File: src/rtl/mem_resp_pkg.sv
// ----------------------------------------------------------------------------
// mem_resp_pkg
// Shared definitions for the mem_responder block:
//   - RV32 load/store funct3 encodings
//   - responder FSM state type
//   - little-endian lane extraction helpers
// Optional feature macro used by the block: MEM_ALIGN_CHECK_EN
// ----------------------------------------------------------------------------
package mem_resp_pkg;

    // Load encodings
    localparam logic [2:0] F3_LB  = 3'b000;
    localparam logic [2:0] F3_LH  = 3'b001;
    localparam logic [2:0] F3_LW  = 3'b010;
    localparam logic [2:0] F3_LBU = 3'b100;
    localparam logic [2:0] F3_LHU = 3'b101;

    // Store encodings
    localparam logic [2:0] F3_SB  = 3'b000;
    localparam logic [2:0] F3_SH  = 3'b001;
    localparam logic [2:0] F3_SW  = 3'b010;

    typedef enum logic [1:0] {
        IDLE = 2'b00,
        WAIT = 2'b01,
        RESP = 2'b10
    } state_e;

    // Byte at little-endian lane 0..3
    function automatic logic [7:0] lane_byte(input logic [31:0] word,
                                             input logic [1:0]  lane);
        return word[{lane, 3'b000} +: 8];
    endfunction

    // Halfword selected by addr[1] (0 = low half, 1 = high half)
    function automatic logic [15:0] lane_half(input logic [31:0] word,
                                              input logic        hsel);
        return hsel ? word[31:16] : word[15:0];
    endfunction

endpackage

File: src/rtl/mem_lane_fmt.sv
// ----------------------------------------------------------------------------
// mem_lane_fmt
// Combinational lane logic for RV32 loads and stores.
//   old_word_i  : current contents of the addressed word
//   wdata_i     : store data, right-aligned
//   funct3_i    : RV32 load/store funct3
//   we_i        : 1 = store, 0 = load
//   addr_lo_i   : byte offset addr[1:0]
//   store_word_o: old word with the store lanes merged in
//   load_data_o : sign/zero extended load result
//   reject_o    : reserved funct3 (and, with MEM_ALIGN_CHECK_EN, misalignment)
// Optional feature macro: MEM_ALIGN_CHECK_EN
// ----------------------------------------------------------------------------
module mem_lane_fmt
    import mem_resp_pkg::*;
(
    input  logic [31:0] old_word_i,
    input  logic [31:0] wdata_i,
    input  logic [2:0]  funct3_i,
    input  logic        we_i,
    input  logic [1:0]  addr_lo_i,
    output logic [31:0] store_word_o,
    output logic [31:0] load_data_o,
    output logic        reject_o
);

    logic [7:0]  byte_s;
    logic [15:0] half_s;
    logic        reserved_s;

    assign byte_s = lane_byte(old_word_i, addr_lo_i);
    assign half_s = lane_half(old_word_i, addr_lo_i[1]);

    // Stores only define 000..010; loads additionally define 100 and 101
    assign reserved_s = we_i ? (funct3_i[2] || (funct3_i == 3'b011))
                             : ((funct3_i == 3'b011) || (funct3_i[2:1] == 2'b11));

`ifdef MEM_ALIGN_CHECK_EN
    logic misalign_s;
    // Halfword needs addr[0]=0, word needs addr[1:0]=0 (funct3[1:0] gives width)
    assign misalign_s = ((funct3_i[1:0] == 2'b01) && addr_lo_i[0]) ||
                        ((funct3_i[1:0] == 2'b10) && (addr_lo_i != 2'b00));
    assign reject_o = reserved_s || misalign_s;
`else
    assign reject_o = reserved_s;
`endif

    // Load formatting
    always_comb begin
        load_data_o = 32'h0000_0000;
        case (funct3_i)
            F3_LB:   load_data_o = {{24{byte_s[7]}}, byte_s};
            F3_LBU:  load_data_o = {24'h00_0000, byte_s};
            F3_LH:   load_data_o = {{16{half_s[15]}}, half_s};
            F3_LHU:  load_data_o = {16'h0000, half_s};
            F3_LW:   load_data_o = old_word_i;
            default: load_data_o = 32'h0000_0000;
        endcase
    end

    // Store lane merge; untouched lanes keep the old contents
    always_comb begin
        store_word_o = old_word_i;
        case (funct3_i)
            F3_SB: store_word_o[{addr_lo_i, 3'b000} +: 8] = wdata_i[7:0];
            F3_SH: begin
                if (addr_lo_i[1]) begin
                    store_word_o[31:16] = wdata_i[15:0];
                end else begin
                    store_word_o[15:0] = wdata_i[15:0];
                end
            end
            F3_SW:   store_word_o = wdata_i;
            default: store_word_o = old_word_i;
        endcase
    end

endmodule

File: src/rtl/mem_responder.sv
// ----------------------------------------------------------------------------
// mem_responder
// Single-port byte-addressed memory with a valid/ready request channel and a
// one-cycle response pulse. A programmable wait-state counter inserts
// WAIT_CYCLES extra cycles between acceptance and response.
// Parameters:
//   ADDR_W      : byte-address width; array holds 2**(ADDR_W-2) words
//   WAIT_CYCLES : extra latency cycles, 0..15
// Ports:
//   clk        : clock, rising edge
//   rst        : synchronous active-low reset
//   req_valid  : request present         req_ready : request accepted this cycle
//   req_we     : 1 = store, 0 = load     req_funct3: RV32 load/store width
//   req_addr   : byte address            req_wdata : right-aligned store data
//   rsp_valid  : one-cycle completion    rsp_rdata : formatted load data (0 for stores)
//   rsp_err    : access rejected (only with MEM_ALIGN_CHECK_EN)
// Optional feature macro: MEM_ALIGN_CHECK_EN
// ----------------------------------------------------------------------------
module mem_responder
    import mem_resp_pkg::*;
#(
    parameter int unsigned ADDR_W      = 8,
    parameter int unsigned WAIT_CYCLES = 1
) (
    input  logic              clk,
    input  logic              rst,
    input  logic              req_valid,
    output logic              req_ready,
    input  logic              req_we,
    input  logic [2:0]        req_funct3,
    input  logic [ADDR_W-1:0] req_addr,
    input  logic [31:0]       req_wdata,
    output logic              rsp_valid,
    output logic [31:0]       rsp_rdata,
    output logic              rsp_err
);

    localparam int unsigned DEPTH     = 2 ** (ADDR_W - 2);
    localparam logic [3:0]  WAIT_INIT = 4'(WAIT_CYCLES);
    localparam bit          HAS_WAIT  = (WAIT_CYCLES != 0);

    state_e              state_q, state_d;
    logic [3:0]          wait_cnt_q, wait_cnt_d;
    logic                ready_q;
    logic                rsp_valid_q;
    logic [31:0]         rsp_rdata_q, rsp_rdata_d;
    logic                rsp_err_q, rsp_err_d;

    logic                lat_we_q;
    logic [2:0]          lat_funct3_q;
    logic [ADDR_W-1:0]   lat_addr_q;
    logic [31:0]         lat_wdata_q;

    logic [31:0]         mem_q [DEPTH];

    logic                accept_s;
    logic                enter_resp_s;
    logic                cur_we_s;
    logic [2:0]          cur_funct3_s;
    logic [ADDR_W-1:0]   cur_addr_s;
    logic [31:0]         cur_wdata_s;
    logic [ADDR_W-3:0]   word_idx_s;
    logic [31:0]         old_word_s;
    logic [31:0]         store_word_s;
    logic [31:0]         load_data_s;
    logic                reject_s;
    logic                wr_en_s;

    assign accept_s = req_valid && ready_q;

    // The access performed on the edge entering RESP belongs to the latched
    // request when coming from WAIT, otherwise (zero wait states) to the
    // request being accepted on this very edge.
    assign cur_we_s     = (state_q == WAIT) ? lat_we_q     : req_we;
    assign cur_funct3_s = (state_q == WAIT) ? lat_funct3_q : req_funct3;
    assign cur_addr_s   = (state_q == WAIT) ? lat_addr_q   : req_addr;
    assign cur_wdata_s  = (state_q == WAIT) ? lat_wdata_q  : req_wdata;

    assign word_idx_s = cur_addr_s[ADDR_W-1:2];
    assign old_word_s = mem_q[word_idx_s];

    mem_lane_fmt u_fmt (
        .old_word_i   (old_word_s),
        .wdata_i      (cur_wdata_s),
        .funct3_i     (cur_funct3_s),
        .we_i         (cur_we_s),
        .addr_lo_i    (cur_addr_s[1:0]),
        .store_word_o (store_word_s),
        .load_data_o  (load_data_s),
        .reject_o     (reject_s)
    );

    assign enter_resp_s = (state_d == RESP);
    assign wr_en_s      = enter_resp_s && cur_we_s && !reject_s;

    // Next-state and wait counter
    always_comb begin
        state_d    = state_q;
        wait_cnt_d = wait_cnt_q;
        case (state_q)
            IDLE, RESP: begin
                if (accept_s) begin
                    if (HAS_WAIT) begin
                        state_d    = WAIT;
                        wait_cnt_d = WAIT_INIT;
                    end else begin
                        state_d    = RESP;
                        wait_cnt_d = 4'd0;
                    end
                end else begin
                    state_d    = IDLE;
                    wait_cnt_d = 4'd0;
                end
            end
            WAIT: begin
                // Leave on the edge where the counter reaches zero
                if (wait_cnt_q <= 4'd1) begin
                    state_d    = RESP;
                    wait_cnt_d = 4'd0;
                end else begin
                    state_d    = WAIT;
                    wait_cnt_d = wait_cnt_q - 4'd1;
                end
            end
            default: begin
                state_d    = IDLE;
                wait_cnt_d = 4'd0;
            end
        endcase
    end

    // Response data, captured on the edge entering RESP and held otherwise
    always_comb begin
        rsp_rdata_d = rsp_rdata_q;
        rsp_err_d   = rsp_err_q;
        if (enter_resp_s) begin
            rsp_rdata_d = (cur_we_s || reject_s) ? 32'h0000_0000 : load_data_s;
`ifdef MEM_ALIGN_CHECK_EN
            rsp_err_d   = reject_s;
`else
            rsp_err_d   = 1'b0;
`endif
        end else begin
            rsp_rdata_d = rsp_rdata_q;
            rsp_err_d   = rsp_err_q;
        end
    end

    // Control and output registers
    always_ff @(posedge clk) begin
        if (!rst) begin
            state_q      <= IDLE;
            wait_cnt_q   <= 4'd0;
            ready_q      <= 1'b0;
            rsp_valid_q  <= 1'b0;
            rsp_rdata_q  <= 32'h0000_0000;
            rsp_err_q    <= 1'b0;
            lat_we_q     <= 1'b0;
            lat_funct3_q <= 3'b000;
            lat_addr_q   <= '0;
            lat_wdata_q  <= 32'h0000_0000;
        end else begin
            state_q     <= state_d;
            wait_cnt_q  <= wait_cnt_d;
            ready_q     <= (state_d != WAIT);
            rsp_valid_q <= (state_d == RESP);
            rsp_rdata_q <= rsp_rdata_d;
            rsp_err_q   <= rsp_err_d;
            if (accept_s) begin
                lat_we_q     <= req_we;
                lat_funct3_q <= req_funct3;
                lat_addr_q   <= req_addr;
                lat_wdata_q  <= req_wdata;
            end
        end
    end

    // Array write; contents survive reset, and a reset edge blocks the write
    always_ff @(posedge clk) begin
        if (rst && wr_en_s) begin
            mem_q[word_idx_s] <= store_word_s;
        end
    end

    assign req_ready = ready_q;
    assign rsp_valid = rsp_valid_q;
    assign rsp_rdata = rsp_rdata_q;
    assign rsp_err   = rsp_err_q;

endmodule

File: config.mk
export PLATFORM = sky130hd
export DESIGN_NAME = mem_responder
export DESIGN_NICKNAME = d
export VERILOG_FILES = /design/src/rtl/mem_resp_pkg.sv /design/src/rtl/mem_lane_fmt.sv /design/src/rtl/mem_responder.sv
export SDC_FILE = /design/constraint.sdc
export NUM_CORES = 2
export LEC_CHECK = 0
export BUFFER_PORTS_ARGS = -buffer_cell sky130_fd_sc_hd__buf_2
export CELL_PAD_IN_SITES_DETAIL_PLACEMENT = 0
export CELL_PAD_IN_SITES_GLOBAL_PLACEMENT = 1
export CORE_UTILIZATION = 30
export DETAILED_ROUTE_END_ITERATION = 7
export GPL_TIMING_DRIVEN = 1
export PLACE_DENSITY_LB_ADDON = 0.25
export SLEW_MARGIN = 20
export SYNTH_ARGS = -nofsm -noshare
export SYNTH_HDL_FRONTEND = slang
export SYNTH_SLANG_ARGS = --single-unit
export TNS_END_PERCENT = 1
File: constraint.sdc
create_clock -name clk -period 7 [get_ports clk]
set_input_delay 1.4 -clock clk [delete_from_list [all_inputs] [get_ports clk]]
set_output_delay 1.4 -clock clk [all_outputs]
set_load 0.02 [all_outputs]
Yosys cells after proc, flatten, opt, wreduce, memory -nomap -nowiden
Memories as Yosys holds them, arrays and structs flattened.
Cells that the tools add are included.
{"block": "word_totals", "mem_bits_ro": 0, "input_bits": 47, "out_inout_bits": 35, "latch_bits": 0, "reg_bits": 84, "ramBits": 2048, "memories": 1}
{"memory": "mem_q", "depth": 64, "width": 32, "read_ports": 1, "rd_clocked_by_memory_dff": 0, "wr": 1, "line": "mem_responder.sv:54", "source": "logic [31:0] mem_q [DEPTH];"}
{"block": "op_classes", "magnitude_cmp": 1, "eq_ne": 10, "n_bitwise": 0, "reduce_logical": 11, "add_sub_neg": 2, "div": 0, "n_mul": 0, "n_mux": 20, "n_shift": 3}
{"cell": "$pmux W32 S5", "count": 1}
{"cell": "$pmux W32 S3", "count": 1}
{"cell": "$mux W32", "count": 2}
{"cell": "$mux W16", "count": 3}
{"cell": "$bwmux W32", "count": 1}
{"cell": "$shift A8 B7 Y32 const A", "count": 1}
{"cell": "$shiftx A32 B6 Y8", "count": 1}
{"cell": "$shiftx A8 B7 Y32", "count": 1}
{"cell": "$mux W8", "count": 1}
{"cell": "$pmux W4 S2", "count": 1}
{"cell": "$neg A5 Y7", "count": 1}
{"cell": "$eq A2 B2 Y1 const B", "count": 3}
{"cell": "$eq A3 B2 Y1 const B", "count": 2}
{"cell": "$eq A3 B3 Y1 const B", "count": 2}
{"cell": "$mux W1", "count": 6}
{"cell": "$le A4 B1 Y1 const B", "count": 1}
{"cell": "$logic_and A1 B1 Y1", "count": 4}
{"cell": "$mux W4", "count": 1}
{"cell": "$pmux W2 S2", "count": 1}
{"cell": "$sub A4 B1 Y4 const B", "count": 1}
{"cell": "$eq A3 B1 Y1 const B", "count": 1}
{"cell": "$logic_not A3 Y1", "count": 1}
{"cell": "$logic_or A1 B1 Y1", "count": 3}
{"cell": "$mux W3", "count": 1}
{"cell": "other kinds (6)", "count": 6}

Logic depth before layout (Yosys ltp)
{"block": "depth", "ltp_word": 10, "ltp_mapped": 17, "mapped_depth_nobuf": 11}

By module
Synthesis repeated with hierarchy kept, for this count alone.
{"block": "hier_totals", "cells_unflattened": 5002, "hier_area_um2": 82028.7}
{"module": "mem_responder", "seq_area_each_um2": 63180.6, "area_each_um2": 80154.4, "cells_per_inst": 4720, "instances": 1}
{"module": "mem_lane_fmt", "seq_area_each_um2": 0.0, "area_each_um2": 1874.3, "cells_per_inst": 282, "instances": 1}

Least setup slack after synthesis
OpenSTA, ideal clock, no wires.
{"block": "synth_path", "path_kind": "input-to-reg", "start": "input req_addr[4]", "end": "memory mem_q[0][13] (data pin)", "cell_stages": 12, "arrival_ps": 6303, "required_time_ps": 6298, "path_slack_ps": -5, "cell_sequence": "buf_2 inv_1 buf_2 a32oi_1 buf_2 buf_2 buf_2 clkbuf_1 o22ai_1 o41ai_1 nand4_1 o21ai_0"}
{"block": "synth_via", "elab_chain_len": 4}
{"element": "from (decl)", "line": "mem_responder.sv:31", "source": "input logic [ADDR_W-1:0] req_addr,"}
{"element": "$mux W8 *", "line": "mem_responder.sv:76", "source": "assign cur_addr_s = (state_q == WAIT) ? lat_addr_q : req_addr;"}
{"element": "$mem_v2 Z64 W32 *"}
{"element": "$mux W16 / $bwmux W32 (equally long branches)", "line": "mem_lane_fmt.sv:67, mem_lane_fmt.sv:65"}
{"element": "$pmux W32 S3 *", "line": "mem_lane_fmt.sv:64", "source": "case (funct3_i)"}
{"element": "via store_word_s[13]", "line": "mem_responder.sv:64", "source": "logic [31:0] store_word_s;"}
{"element": "to (decl)", "line": "mem_responder.sv:54"}
Mark *: on every way through the listed nets, which the timed path passes. The rest lies on a longest branch.

Worst setup path after layout
{"block": "layout_path", "start": "register state_q[0]", "end": "memory mem_q[0][18] (data pin)"}
{"block": "layout_via", "elab_chain_len": 6}
{"element": "from (decl)", "line": "mem_responder.sv:42", "source": "state_e state_q, state_d;"}
{"element": "from (signal assigned)", "line": "mem_responder.sv:163", "source": "state_q <= state_d;"}
{"element": "$eq A2 B1 Y1 *", "line": "mem_responder.sv:75, mem_responder.sv:76, mem_responder.sv:77"}
{"element": "$mux W8", "line": "mem_responder.sv:76"}
{"element": "$neg A5 Y7", "line": "mem_lane_fmt.sv:65", "source": "F3_SB: store_word_o[{addr_lo_i, 3'b000} +: 8] = wdata_i[7:0];"}
{"element": "$shiftx A8 B7 Y32 / $shift A8 B7 Y32 (equally long branches)", "line": "mem_lane_fmt.sv:65"}
{"element": "$bwmux W32", "line": "mem_lane_fmt.sv:65"}
{"element": "$pmux W32 S3 *", "line": "mem_lane_fmt.sv:64"}
{"element": "via store_word_s[18]", "line": "mem_responder.sv:64"}
Marks and branches as above.

==> impl_metrics.ini <==
[route]
drtIter0Drc = 7510
drtAntennaViolNets = 0
vias = 54170
wl_per_cell_um = 35.64
first_pass_iters = 6
wirelength_mm = 331.0
drc_errors = 0
post_drt_via_cell_ratio = 5.833

[synthesis]
synth_edf_count = 2048
syn_area_mm2 = 0.08077
syn_nets = 5276
syn_inst = 5222
synth_top_area_cell = edfxtp_1
yosysWarningCount = 0
async_flop_share_pct = 0
yosysSeqAreaShare_pct = 78.22
synthDistinctLibCells = 84
synth-seq-cells = 2132
ys_top_cells_by_area = edfxtp_1, o22ai_1, nand2_1
synth_top_area_share_pct = 76.14
synth_area_per_cell_um2 = 15.47
synth_flop_cell = edfxtp_1

[final_layout]
syn2layout_area_growth_pct = 19.02
fin_util_pct = 35.88
nNetsFinal = 5615
final_cell_area_mm2 = 0.09614
n_fill_cell = 25340
final_layout_size_suffix_gt1_share_pct = 16.22
layoutNonFillerInstCount = 9287

[place]
place_worst_setup_slack_ns = 0.8419
dpl-instance-area_mm2 = 0.08930
io_buffers = 80
place.gp.congestion = 0.8687
place.detailed.hpwl_mm = 201.9
placedCellCount = 8890

[cts]
cts-root-buf = clkbuf_16
post_cts_resized = 0
clockBufferDepth = 4
path_clk_slew_ns = 0.06
post_cts_buffers = 0
cts_tree = done
clkLatencyLatePin_ns = 0.91
holdBufCountCts = 0
cts.sinks = 2132
cts_buffers = 221
h-tree-depth = 4

[worst_hold_path]
worstHoldPathType = flop to flop
min_path_cells = 2

[timing]
min_period_ns = 6.048
skew_ns = 0.06799
whs_ns = 0.4534
tightestPinTransition_ns = 1.186
finalHoldViolations = 0
fin_setup_tns_ns = 0
fin_crit_sh_pct = 86.40
grt_setup_unrepaired = no
fin_ws_ns = 0.9518
finalSetupViolations = 0
relSlewSlack_pct = 18.70
finalMaxSlewViolations = 0
max_freq_ghz = 0.1653

[worst_setup_path]
rr_worst_depth = 13
cp.arrival_ns = 6.68
startpoint_type = flop
required_ns = 7.63
end_kind = flop
path_max_fanout = 64
critPathKind = flop to flop

[global_routing]
grt_pass1_wl_mm = 446.7
grt_use_total_pct = 23.84
grt_antenna_before_repair = 16
grt_max_degree = 65
grt_pass1_vias = 50960
overflow = 0

[pwr]
p_seq_share_pct = 50.5
combPwrFrac_pct = 10.3
p_sw_mw = 7.289
power.total_mw = 29.12
clkPwrFrac_pct = 39.2
p_int_mw = 21.83
sw_frac_of_total_pct = 25.03
peakVddDrop_mv = 0.1937
p_leak_nw = 30.18
powerDensity_mw_per_mm2 = 302.9

[floorplan]
num_rows = 190
core_mm2 = 0.2679
die_w_um = 520.9
die_h_um = 520.9
initial_core_util_pct = 30.15
fp.dieArea_mm2 = 0.2713
pin_count = 82

[run_status]
status = finished clean

[run]
max-cap-violations = 0
-- state kept, by name, summed over array words and instances (netlist names) --
name,count
rsp_rdata,32
lat_wdata_q,32
mem_q,2048
lat_funct3_q,3
lat_addr_q,8
wait_cnt_q,4
rsp_valid,1
lat_we_q,1
state_q,2
req_ready,1
-- Yosys cell counts (20+ instances only) --
| library cell | instances |
|---|---|
| a21oi_1 | 191 |
| a22oi_1 | 30 |
| a31oi_1 | 70 |
| a32o_1 | 20 |
| a32oi_1 | 25 |
| buf_1 | 30 |
| buf_2 | 148 |
| buf_4 | 22 |
| clkbuf_1 | 146 |
| dfxtp_1 | 84 |
| edfxtp_1 | 2048 |
| inv_1 | 20 |
| mux2i_1 | 70 |
| nand2_1 | 505 |
| nand3_1 | 88 |
| nor2_1 | 266 |
| nor3_1 | 133 |
| nor4_1 | 71 |
| o211ai_1 | 25 |
| o21ai_0 | 152 |
| o221ai_1 | 150 |
| o22ai_1 | 664 |
-- critical path, cell delays in order, from the launching register on --
cell      delay, ns
dfxtp_1        0.78
nand2b_4       0.45
buf_4          0.41
a32oi_4        0.82
buf_12         0.32
buf_12         0.25
o22ai_1        0.10
nor4_1         0.74
o22ai_1        0.18
or4_1          0.80
o31ai_1        0.16
a222oi_1       0.17
a21oi_4        0.18
buf_12         0.24
-- cell type report --
class	instances	area (µm²)	area share, %
antenna	3	7.507	0.007809
clock buffer	283	5939	6.178
clock inverter	111	880.8	0.9162
inverter	20	75.07	0.07809
multi-input combinational	2719	17170	17.86
sequential	2132	63180	65.72
tap	3552	4444	4.623
timing repair buffer	467	4444	4.623
-- cell usage in the layout (no fill, tap or decap), types with 11 or more instances in the layout --
cell type and count:
a32oi_1 17, buf_12 91, a32o_1 20, nor4_1 64, a21oi_4 13, nor2_4 65
o211ai_1 25, or4_1 11, o31ai_1 12, inv_1 19, o221ai_1 150, nand3_1 88
a21oi_1 178, clkbuf_16 226, o22ai_1 662, bufinv_16 13, a22oi_1 27, mux2i_1 67
nor2_1 200, edfxtp_1 2048, buf_4 296, a221oi_1 11, nor3_1 130, clkbuf_1 50
nand2_1 497, o41ai_1 16, a31oi_1 66, and3_1 11, dfxtp_1 84, clkinv_2 29
a211oi_1 15, o21ai_0 143, buf_2 80, clkinv_1 57, o22a_1 19
-- worst paths after layout --
path	start	endpoint	slack, ns
max	state_q[0]	mem_q[0][18]	0.95
max reg2reg	state_q[0]	mem_q[0][18]	0.95
min reg2reg	lat_wdata_q[9]	lat_wdata_q[9]	0.45
min	lat_wdata_q[9]	lat_wdata_q[9]	0.45
-- cell families after synthesis --
family                     Yosys count  synth area share (%)
AOI/OAI and AO/OA                 1474                 12.12
xor gates and xnor gates             2               0.02169
DFF                               2132                 78.22
muxes                               82                 1.063
other                                1              0.004643
buffers and inverters              371                 2.102
and+or+nand+nor                   1153                 6.357
adders and majority gates            7                0.1084
-- layer usage --
metal / vias to the layer above / global-route usage (%) / wire length [µm]
met1: 28910 / 34.65 / 143200
li1: 21850 / - / -
met5: - / 0 / 13
met2: 2969 / 36.44 / 147900
met3: 443 / 3.938 / 29080
met4: 2 / 7.079 / 10810
-- power groups by stage --
stage                     sequential, mW  clock (mW)  combinational, mW
after floorplan                     15.1           0               1.30
after global placement              15.0           0               2.94
after detailed placement            15.0           0               2.98
after CTS                           14.7        11.6               2.98
after global routing                14.7        12.0               3.13
final                               14.7        11.4               3.01
No activity file was read; power rests on OpenSTA's default activity.
